--- src/rtl/gcu_task_sched.sv ---
// gcu_task_sched: dependency-tracking task table that dispatches descriptors whose children have all completed
module gcu_task_sched #(
  parameter int ADDR_W      = 4,
  parameter int DIM_W       = 4,
  parameter int NODE_ID_W   = 4,
  parameter int CHILD_CNT_W = 4,
  parameter int FLAGS_W     = 4,
  parameter int RR_MODE     = 0,
  localparam int TASK_W = 2*DIM_W + 2*NODE_ID_W + CHILD_CNT_W + FLAGS_W + 5*ADDR_W
) (
  input  logic                   clk,
  input  logic                   rst_n,
  input  logic                   task_in_valid,
  output logic                   task_in_ready,
  input  logic [TASK_W-1:0]      task_in_data,
  output logic                   task_out_valid,
  input  logic                   task_out_ready,
  output logic [TASK_W-1:0]      task_out_data,
  input  logic                   done_valid,
  input  logic [NODE_ID_W-1:0]   done_id,
  output logic [NODE_ID_W:0]     occupancy,
  output logic                   root_done,
  output logic                   err_dup,
  output logic                   err_orphan,
  output logic                   err_done
);
  localparam int N      = 1 << NODE_ID_W;
  localparam int OW     = NODE_ID_W + 1;
  localparam int CC_LSB = 5*ADDR_W + FLAGS_W;
  localparam int PA_LSB = CC_LSB + CHILD_CNT_W;
  localparam int ID_LSB = PA_LSB + NODE_ID_W;
  logic [TASK_W-1:0]      desc_q [N];
  logic [TASK_W-1:0]      desc_d [N];
  logic [CHILD_CNT_W-1:0] pend_q [N];
  logic [CHILD_CNT_W-1:0] pend_d [N];
  logic [N-1:0]           valid_q, valid_d, issued_q, issued_d, elig;
  logic                   out_valid_q, out_valid_d;
  logic [TASK_W-1:0]      out_data_q, out_data_d;
  logic [NODE_ID_W-1:0]   out_idx_q, out_idx_d, rr_q, rr_d;
  logic [OW-1:0]          occ_q, occ_d;
  logic                   root_q, root_d;
  logic                   err_dup_q, err_dup_d, err_orphan_q, err_orphan_d, err_done_q, err_done_d;
  logic [NODE_ID_W-1:0]   sel, idx, ld_id, dn_par;
  logic [CHILD_CNT_W-1:0] ld_cc;
  logic                   found, cap, ld_hs, ld_ok, dn_ok, dec_req, dec_ok;
  assign task_in_ready  = rst_n;
  assign task_out_valid = out_valid_q;
  assign task_out_data  = out_data_q;
  assign occupancy      = occ_q;
  assign root_done      = root_q;
  assign err_dup        = err_dup_q;
  assign err_orphan     = err_orphan_q;
  assign err_done       = err_done_q;
  // a slot may run once loaded, not yet handed out, and all its children are done
  always_comb begin
    for (int i = 0; i < N; i++) elig[i] = valid_q[i] && !issued_q[i] && pend_q[i] == '0;
  end
  // pick one eligible slot: lowest index, or first after the last dispatch when round-robin
  always_comb begin
    sel   = '0;
    idx   = '0;
    found = 1'b0;
    for (int i = 0; i < N; i++) begin
      idx = RR_MODE != 0 ? rr_q + NODE_ID_W'(i + 1) : NODE_ID_W'(i);
      if (!found && elig[idx]) begin
        found = 1'b1;
        sel   = idx;
      end
    end
  end
  // table, output register and error next-state from loads, completions and dispatch
  always_comb begin
    valid_d  = valid_q;
    issued_d = issued_q;
    pend_d   = pend_q;
    desc_d   = desc_q;
    ld_id    = task_in_data[ID_LSB +: NODE_ID_W];
    ld_cc    = task_in_data[CC_LSB +: CHILD_CNT_W];
    ld_hs    = task_in_valid && rst_n;
    ld_ok    = ld_hs && !valid_q[ld_id];
    dn_par   = desc_q[done_id][PA_LSB +: NODE_ID_W];
    dn_ok    = done_valid && valid_q[done_id] && issued_q[done_id] && !(out_valid_q && out_idx_q == done_id);
    dec_req  = dn_ok && dn_par != '1;
    dec_ok   = dec_req && ((ld_ok && ld_id == dn_par) ? ld_cc != '0 : valid_q[dn_par] && pend_q[dn_par] != '0);
    cap      = !out_valid_q || task_out_ready;
    if (ld_ok) begin
      valid_d[ld_id]  = 1'b1;
      issued_d[ld_id] = 1'b0;
      pend_d[ld_id]   = ld_cc;
      desc_d[ld_id]   = task_in_data;
    end
    if (dn_ok) begin
      valid_d[done_id]  = 1'b0;
      issued_d[done_id] = 1'b0;
    end
    if (dec_ok) pend_d[dn_par] = pend_d[dn_par] - CHILD_CNT_W'(1);
    if (cap && found) issued_d[sel] = 1'b1;
    out_valid_d  = cap ? found : out_valid_q;
    out_data_d   = cap && found ? desc_q[sel] : out_data_q;
    out_idx_d    = cap && found ? sel : out_idx_q;
    rr_d         = cap && found ? sel : rr_q;
    occ_d        = occ_q + OW'(ld_ok) - OW'(dn_ok);
    root_d       = dn_ok && dn_par == '1;
    err_dup_d    = err_dup_q || (ld_hs && valid_q[ld_id]);
    err_done_d   = err_done_q || (done_valid && !dn_ok);
    err_orphan_d = err_orphan_q || (dec_req && !dec_ok);
  end
  // control state with synchronous active-low reset
  always_ff @(posedge clk) begin
    if (!rst_n) begin
      valid_q      <= '0;
      issued_q     <= '0;
      pend_q       <= '{default: '0};
      out_valid_q  <= 1'b0;
      out_data_q   <= '0;
      out_idx_q    <= '0;
      rr_q         <= '1;
      occ_q        <= '0;
      root_q       <= 1'b0;
      err_dup_q    <= 1'b0;
      err_orphan_q <= 1'b0;
      err_done_q   <= 1'b0;
    end else begin
      valid_q      <= valid_d;
      issued_q     <= issued_d;
      pend_q       <= pend_d;
      out_valid_q  <= out_valid_d;
      out_data_q   <= out_data_d;
      out_idx_q    <= out_idx_d;
      rr_q         <= rr_d;
      occ_q        <= occ_d;
      root_q       <= root_d;
      err_dup_q    <= err_dup_d;
      err_orphan_q <= err_orphan_d;
      err_done_q   <= err_done_d;
    end
  end
  // descriptor storage is only meaningful under a valid bit, so it needs no reset
  always_ff @(posedge clk) begin
    desc_q <= desc_d;
  end
endmodule

--- config.mk ---
export PLATFORM = sky130hd
export DESIGN_NAME = gcu_task_sched
export DESIGN_NICKNAME = d
export VERILOG_FILES = /design/src/rtl/gcu_task_sched.sv
export SDC_FILE = /design/constraint.sdc
export NUM_CORES = 1
export LEC_CHECK = 0
export CAP_MARGIN = 20
export CORE_AREA = 10 10 280 282
export DETAILED_ROUTE_END_ITERATION = 10
export DIE_AREA = 0 0 290 292
export PLACE_DENSITY = 0.71
export SYNTH_ARGS = -nofsm -noshare
export SYNTH_HDL_FRONTEND = slang
export SYNTH_SLANG_ARGS = --single-unit
export TNS_END_PERCENT = 50
--- constraint.sdc ---
create_clock -name clk -period 15.08 [get_ports clk]
set_clock_uncertainty 0.05 [all_clocks]
set_input_delay 3.016 -clock clk [delete_from_list [all_inputs] [get_ports clk]]
set_output_delay 3.016 -clock clk [all_outputs]
set_load 0.005 [all_outputs]
# Yosys cells after proc, flatten, opt, wreduce, memory -nomap -nowiden
# Index checks and enable logic that the tools add are counted.
[totals]
inputBits = 53
ramBits = 0
word_cells = 272
mem_count = 0
latchBits = 0
reg_bits = 858
romBits = 0
[classes]
shift = 0
n_reduce_logical = 125
eq_ne = 4
add_sub_neg = 3
muxes = 74
multipliers = 0
order_cmp = 13
n_bitwise = 11
div = 0
[ops]
columns = ["operator", "count"]
rows = [
  ["$bwmux W704", 1],
  ["$bmux W44 S4", 2],
  ["$demux W44 S4", 1],
  ["$mux W44", 3],
  ["$bwmux W64", 2],
  ["$mux W64", 2],
  ["$mux W16", 5],
  ["$mux W4", 20],
  ["$logic_and A1 B1 Y1", 67],
  ["$logic_not A4 Y1", 16],
  ["$mux W32", 2],
  ["$and A16 B16 Y16", 3],
  ["$logic_not A1 Y1", 36],
  ["$bmux W4 S4", 2],
  ["$demux W4 S4", 2],
  ["$not A16 Y16", 2],
  ["$or A16 B16 Y16", 2],
  ["$mux W1", 25],
  ["$ge A5 B5 Y1 const B", 4],
  ["$lt A4 B5 Y1 const B", 4],
  ["$not A4 Y5", 4],
  ["$bmux W1 S4", 4],
  ["$demux W1 S4", 3],
  ["$ge A4 B1 Y1 const B", 3],
  ["other kinds (9)", 15],
]

# Logic depth before layout (Yosys ltp)
# Gate-level depths: netlist of run 1.
[depth]
depth_word = 55
mapped_depth = 19

# Least setup slack after synthesis of run 1
# No wires, ideal clock.
[synth_path]
kind = "in2reg"
start = "input port rst_n"
end = "register pend_q[10] in the netlist's numbering"
arrival_ns = 7.453
required_time_ns = 14.911
setup_ns = 0.119
path_slack_ns = 7.458
path_stages = 13
n_path_buf = 2
path_cell_list = "clkbuf_1 -> nand4b_1 -> nor3_2 -> a21oi_1 -> o2111ai_1 -> o211ai_1 -> nand4bb_1 -> inv_1 -> ha_1 -> xnor2_1 -> buf_2 -> nand2_1 -> o221a_2"
[synth_via]
elab_chain_len = 9
word_cells_on_any_way = 12
[synth_lines]
columns = ["element", "line_no", "text"]
rows = [
  ["start: declaration", "12", "input logic rst_n,"],
  ["$logic_and A1 B1 Y1", "79", "ld_hs = task_in_valid && rst_n;"],
  ["$logic_and A1 B1 Y1", "80", "ld_ok = ld_hs && !valid_q[ld_id];"],
  ["$mux W64", "86", "if (ld_ok) begin"],
  ["$bmux W4 S4", "96", "if (dec_ok) pend_d[dn_par] = pend_d[dn_par] - CHILD_CNT_W'(1);"],
  ["$mux W4 (implied by the code) (2 in series)", "96", ""],
  ["$sub A4 B1 Y4", "96", ""],
  ["$bwmux W64", "96", ""],
  ["$mux W64", "96", ""],
  ["end signal: assignment", "126", "pend_q <= pend_d;"],
  ["end: declaration", "34", "logic [CHILD_CNT_W-1:0] pend_q [N];"],
]
# Several ways; a longest one is shown, not always the timed one. The select of a mux whose other input is x is not followed.
# A chain may end at the register's enable or synchronous reset.

# Worst setup path after layout of run 1
[layout_path]
start = "input port task_in_data[34]"
end = "register pend_q[34] in the netlist's numbering"
[layout_via]
elab_chain_len = 13
word_cells_on_any_way = 22
[layout_lines]
columns = ["element", "line_no", "text"]
rows = [
  ["start: declaration", "15", "input logic [TASK_W-1:0] task_in_data,"],
  ["$not A4 Y5 (implied by the code)", "89", "pend_d[ld_id] = ld_cc;"],
  ["$ge A5 B5 Y1 (implied by the code) / $lt A5 B1 Y1 (equally long branches)", "89", ""],
  ["$logic_and A1 B1 Y1 (implied by the code)", "89", ""],
  ["$mux W4 (implied by the code)", "89", ""],
  ["$demux W4 S4", "89", ""],
  ["$bwmux W64", "89", ""],
  ["$mux W64", "86", ""],
  ["$bmux W4 S4", "96", ""],
  ["$mux W4 (implied by the code) (2 in series)", "96", ""],
  ["$sub A4 B1 Y4", "96", ""],
  ["$bwmux W64", "96", ""],
  ["$mux W64 *", "96", ""],
]
# Mark *: on every way between the ends. The rest lies on a longest branch, timed or not. The select of a mux whose other input is x is not followed.

==> results of run 1 <==
-- path summary, 6_finish.rpt --
kind | startpoint | slack [ns] | end
worst max register to register | desc_q[293] | 9.63 | pend_q[34]
worst max-delay path | task_in_data[34] | 6.33 | pend_q[34]
worst min-delay path | err_orphan | 0.42 | err_orphan
worst min register to register | err_orphan | 0.42 | err_orphan
-- kinds of logic after synthesis --
group,after synthesis,share of synthesized area (%)
xor gates and xnor gates,15,0.3856
and+or+nand+nor,541,7.480
muxes,333,12.23
buffers and inverters,208,2.623
AOI/OAI and AO/OA,551,9.756
adders and majority gates,7,0.2640
DFF,858,67.26
-- per-layer routing --
| layer | part of all wire (%) | GRT usage [%] | routed length [µm] |
|---|---|---|---|
| met1 | 41 | 32.73 | 43370 |
| met2 | 48 | 39.76 | 50770 |
| met3 | 8.2 | 4.632 | 8662 |
| met4 | 3.0 | 7.951 | 3140 |
| met5 | 0.010 | 0 | 11 |
-- synthesized netlist by cell type, types with 8 or more instances --
| library cell | number | area (µm²) |
|---|---|---|
| edfxtp_1 | 704 | 21140 |
| mux2i_1 | 235 | 2352 |
| nand2_1 | 204 | 765.7 |
| a21oi_1 | 154 | 770.7 |
| dfxtp_1 | 154 | 3083 |
| o21ai_0 | 129 | 645.6 |
| nor2_1 | 106 | 397.9 |
| clkbuf_1 | 98 | 367.9 |
| mux4_2 | 84 | 1892 |
| o22ai_1 | 80 | 500.5 |
| a211oi_1 | 49 | 367.9 |
| buf_2 | 42 | 210.2 |
| nor4_1 | 39 | 244.0 |
| or3_1 | 32 | 200.2 |
| nand3_1 | 30 | 150.1 |
| inv_1 | 27 | 101.4 |
| nor3_1 | 24 | 120.1 |
| a31oi_1 | 19 | 118.9 |
| nand2b_1 | 16 | 100.1 |
| a22oi_1 | 15 | 112.6 |
| a32oi_1 | 14 | 122.6 |
| and2_1 | 13 | 81.33 |
| buf_4 | 11 | 82.58 |
| nand4_1 | 11 | 68.82 |
| nor2b_1 | 11 | 68.82 |
| nor3_2 | 11 | 110.1 |
| and3_1 | 10 | 62.56 |
| buf_6 | 9 | 101.4 |
| o211a_1 | 9 | 90.09 |
| o2111ai_1 | 8 | 70.07 |
-- final cells by class --
| cell class | count | area [µm²] |
|---|---|---|
| Fill cell | 5717 | 31570 |
| Sequential cell | 858 | 24220 |
| Multi-Input combinational cell | 1447 | 10920 |
| Clock buffer | 108 | 2287 |
| Timing Repair Buffer | 162 | 1521 |
| Tap cell | 959 | 1200 |
| Clock inverter | 55 | 720.7 |
| Inverter | 39 | 146.4 |
| Antenna cell | 1 | 2.502 |
-- per-stage QoR --
stage	std cells	hold WS [ns]	total power [W]
3_5_place_dp	3465	0.4026	0.003205
2_1_floorplan	2513	0.4054	0.002987
5_1_grt	3629	0.4413	0.005571
4_1_cts	3628	0.4288	0.005445
3_3_place_gp	3464	0.4039	0.003196
6_report	3629	0.4214	0.005418
-- power by group --
part | switching (W) | total (W) | internal, W
registers | 0.0000260 | 0.00263 | 0.00261
logic | 0.000330 | 0.000526 | 0.000197
clock network | 0.000941 | 0.00226 | 0.00132
-- critical path: cells and delay by family --
kind,cells,cell delay (ns)
adders and majority gates,1,0.28
and+or+nand+nor,5,2.06
xor gates and xnor gates,1,0.75
buffers and inverters,4,2.23
AOI/OAI and AO/OA,4,0.87
-- flip-flops by register name (all words and copies together) (netlist names) --
signal / cells
err_orphan: 1
task_out_valid: 1
root_done: 1
occupancy: 5
desc_q: 704
task_out_data: 44
issued_q: 16
valid_q: 16
err_dup: 1
out_idx_q: 4
pend_q: 64
err_done: 1
==> summary by stage, run 1 <==
Global route
The maximum number of pins on one net before global-route repair is 156. The initial antenna violation count is 4. Global routing used 24.42% of the available tracks across all layers. The wire length of the first global-routing pass is 157000 µm. Global routing finished with a remaining overflow of 0.

The number of global-route vias before repair came to 23450.

Detailed routing
The first TritonRoute pass finished after 5 iterations. The violation count after the first detailed-route iteration is 2548. Dividing the detail-routed via count by the number of cells gives 6.368. The total via count in the routed design is 23110. The aggregate routed wire length is 106000 µm. In this run the remaining antenna-violating nets after routing total 0.

The final routed wire length divided by cell count is 29.20 µm. The number of remaining DRC errors is 0.

Floorplan
The region available for standard cell placement spans 0.07259 mm². The chip width is 290 µm. The initial standard-cell utilization of the core is 49.62%. The die is 292 µm tall.

The die covers 0.08468 mm². The floorplan has 99 rows. The I/O pin count is 108.

Critical path
The category of the worst setup path capture point is a register. STA puts the critical path data required time at 15.58 ns. The type of the worst setup path is in2reg.

The number of cells on the worst reg-to-reg path is 12. At the worst endpoint, the arrival time is 9.25 ns. The startpoint type of the worst setup path is an input port. On the worst path, the slowest cell contributes a delay of 0.89 ns. The critical path goes through clkdlybuf4s50_1 > nand4bb_1 > or3_1 > inv_2 > buf_4 > nor2_1 > a21oi_1 > o2111ai_1 > o211ai_1 > nand4bb_1 > inv_1 > ha_1 > xnor2_1 > nand2_1 > o221a_2. The maximum fanout encountered on the critical timing path is 40.

For this design, the slowest cell found on the critical path is clkdlybuf4s50_1. The cell that appears most often on the critical path is nand4bb_1.

Clock tree
After clock tree synthesis, the clock-pin slew on the worst setup and hold paths is 0.06 ns. The clock latency reported for the late side of the worst-skew pair is 0.66 ns. TritonCTS built the clock tree. The total of cells resized after clock tree synthesis is 0. The maximum level of the CTS H-tree is 3. The maximum count of clock buffers along a single path is 3. Once the clock tree was built, the setup fixing pass inserted 0 buffers.

The clock drives 858 sinks. Buffers inserted to repair hold after CTS numbered 0. Clock tree synthesis inserted a total of 87 buffers. The tree is rooted in a clkbuf_16.

Layout
The layout overhead on the synthesized area is 13.90%. With fillers left out, the area of the finished cells amounts to 0.04102 mm². Leaving out fill and tap cells, the most frequent cell in the layout is edfxtp_1. The final net count is 2655. In the layout the commonest cells are edfxtp_1 (704), mux2i_1 (235), nand2_1 (204). Cells with a size suffix above 1 make up 13.19% of the layout.

The final core utilization is 56.51%.

Hold path
The class of the most critical hold timing path is reg2reg. Counting instances, the worst hold path has a depth of 2.

Synthesis
The number of nets handed over by synthesis was 2573. The proportion of register bits with asynchronous set or reset after synthesis is 0%. For this run, the number of Yosys warnings is 0. The number of synthesized flops with an enable pin is 704. The cell area after synthesis is 0.03601 mm². Synthesis produced 2513 cells. The register area share after synthesis is 67.26%. The synthesized design contains 858 register bits. In this run the mean area of a mapped cell was 14.33 µm².

Among all flip-flop cells after synthesis, the most frequent one is edfxtp_1. The number of library cell types mapped by synthesis is 94.

Power and ir drop
For this design the ratio of total power to cell area is 132.1 mW/mm². Across the VDD grid, the largest voltage drop is 0.08878 mV. Summed over all cells, the static leakage comes to 13.43 nW.

Timing
The number of pins with negative max-slew slack in the final report was 0. The number of setup violations in the final report is 0. The ratio of final minimum period to clock period is 58.05%. The remaining max-slew budget at the tightest pin is 16.22%. The worst path meets setup with 6.326 ns of slack. The final period demand of the worst path is 8.754 ns. Static timing analysis puts the maximum clock frequency at 0.1142 GHz.

At the pin with the least slew margin, the transition time is 1.257 ns. The hold violation count in the final report is 0. Summed over all failing endpoints, the final setup total negative slack is 0 ns. Setup repair after global routing left no endpoint under its margin.

Placement
The pre-CTS setup slack is 5.678 ns. At the end of routability-driven placement, the weighted congestion stood at 0.9330. The cell area after placement is 0.03801 mm². Detailed placement ended at an HPWL of 60440 µm. The count of port buffers added during placement is 107.

Outcome
The run finished with clean final reports.

Job
The number of violations of the max-capacitance limit is 0.
Power figures use the tool's default switching activity.
==> run 2: changes to the inputs <==
clock period = 8.4 ns   (was 15.08 ns; I/O delays follow)
==> run 2 against run 1 <==
Worst setup slack got worse by 4.4 ns. Critical path depth decreased by 2. Non-clock buffer count increased by 16. Sequential share of layout area about the same. Via count increased by 0.84%. Combinational power increased by 83%. Die area unchanged. Largest power group unchanged.
==> summary by stage, run 2 (synthesis results as in run 1) <==
Detailed routing
The residual antenna-violating net count after detailed routing is 0. In the routed design, unresolved DRC markers number 0. The first detailed-routing pass took 6 iterations. The routed layout has 23310 vias.

Summed over all layers, the routed wires come to 105600 µm. Dividing the detail-routed wire length by the instance count gives 28.96 µm. After detailed routing, the number of vias per cell comes to 6.392.

The detailed router finished its first iteration with 2625 violations.

Layout
The proportion of layout cells with a drive suffix above 1 is 13.97%. Compared with the post-synthesis result, the final layout area differs by 13.95%. The final net count is 2672. The number of non-filler instances in the completed layout is 3646.

In the layout the commonest cells are edfxtp_1 (704), mux2i_1 (235), nand2_1 (204). The most frequent standard cell in the layout excluding fill and tap cells is edfxtp_1. The register with the most flip-flops in the final layout is desc_q. The number of flip-flops under the largest register name is 704.

Timing
Setup repair after global routing left no endpoint under its margin. The hold violation count in the final report is 0. The final period demand of the worst path is 6.431 ns. Static timing analysis puts the maximum clock frequency at 0.1555 GHz.

The number of pins with negative max-slew slack in the final report is 0. In this run the tightest slew margin relative to its limit is 31.01%. At the pin with the least slew margin, the transition time is 1.031 ns. Setup total negative slack on the finished layout was measured at 0 ns. The number of setup violations in the final report is 0. Of the available clock period, the critical path in the final layout requires 76.56%. The tightest hold margin is 0.4197 ns.

Outcome
The run finished with clean final reports.

Critical path
On the critical path, the stage with the largest delay is an instance of o41ai_4. In this run the worst path has a maximum fanout of 36. The number of cells on the worst reg-to-reg path is 12. In this design, the largest share of critical-path delay is due to compound AO/OA/AOI/OAI gates. The type of the worst setup path is in2reg.

The critical path arrival is 6.92 ns. STA puts the critical path data required time at 8.89 ns. The worst setup path is captured at a register. For this run, the slowest stage of the critical path takes 0.95 ns. The critical path's most frequent cell is buf_4.

The startpoint type of the worst setup path is an input port. The number of stages on the worst setup path is 13. The number of buffers and inverters on the critical path is 3. Traced cell by cell, the critical path runs through clkdlybuf4s50_1 > buf_4 > nand2b_1 > o22ai_1 > nor3_4 > nor2_4 > mux4_2 > o31a_1 > o41ai_4 > buf_4 > or3_1 > nor2b_1 > a211oi_1.

Placement
In this run the tool buffered the top-level ports with 107 buffer cells. The number of placed instances with taps included is 3481. The final HPWL from detailed placement is 62940 µm. The placer congestion estimate is 0.9788.

Global route
The first global-routing pass estimated 155500 µm of wire. The total track usage is 24.17%. The maximum number of pins on one net before global-route repair is 92. The total overflow left after global routing is 0.

The initial antenna violation count is 4. The number of global-route vias before repair is 23680.

Clock tree
The clock latency reported for the late side of the worst-skew pair is 0.67 ns. Counting the buffers created by CTS gives 88. The total of cells resized after clock tree synthesis is 0. Clock-pin slew was measured on the worst setup and hold paths at 0.06 ns.

TritonCTS built the clock tree. The buffer count from post-CTS setup fixing is 0. The clock net in this run drives a total of 858 sinks. The maximum count of clock buffers along a single path is 3. In this run the number of H-tree levels came out at 3. The hold-fix buffer count after cts is 0. The root buffer cell chosen for the clock tree is clkbuf_16.

Hold path
The path class of the tightest hold or removal check is reg2reg. Counting instances, the worst hold path has a depth of 1.

Floorplan
The area of the placeable core is 0.07259 mm². The initial utilization of the core area, before any placement, comes to 49.62%. The overall die area is 0.08468 mm².

The chip width is 290 µm. The floorplan step set the die height to 292 µm. The I/O pin count is 108. The number of rows created at floorplan is 99.

Power and ir drop
VDD sags by at most 0.1427 mV. For this design the ratio of total power to cell area is 234.9 mW/mm². The reported leakage power is 13.49 nW.

Job
The number of violations of the max-capacitance limit is 0.
-- run 2: power breakdown --
group	leakage, nW	switching (W)	total (W)	internal [W]
clock network	1.44	0.00167	0.00395	0.00228
registers	7.59	0.0000476	0.00473	0.00468
logic	4.45	0.000605	0.000963	0.000358
total	13.5	0.00232	0.00964	0.00732
-- run 2: cell type report --
type	instances	area, µm²
sequential	858	24220
antenna	2	5.005
fill	5716	31550
timing repair buffer	178	1604
multi-input combinational	1447	10910
inverter	39	146.4
clock inverter	52	568.0
clock buffer	111	2379
tap	959	1200
-- run 2: layer usage --
metal	global-route usage, %	part of all wire (%)
met3	4.715	8.5
met4	9.506	3.4
met5	0	0.028
met1	31.03	40
met2	40.07	48
-- run 2: through the flow --
step	setup slack [ns]	instance area [µm²]	util, %	power [W]
finish	1.969	41040	56.54	0.009640
global route	1.723	41040	56.53	0.009902
CTS	2.125	41030	56.53	0.009682
detailed placement	1.440	38090	52.47	0.005768
global placement	1.554	38090	52.47	0.005754
floorplan	2.114	36010	-	0.005362
-- run 2: final timing paths --
| kind | startpoint | to | slack, ns |
|---|---|---|---|
| worst max-delay path | done_id[0] | pend_q[38] | 1.97 |
| worst min-delay path | err_done | err_done | 0.42 |
| worst max register to register | pend_q[37] | task_out_data[4] | 2.96 |
| worst min register to register | err_done | err_done | 0.42 |
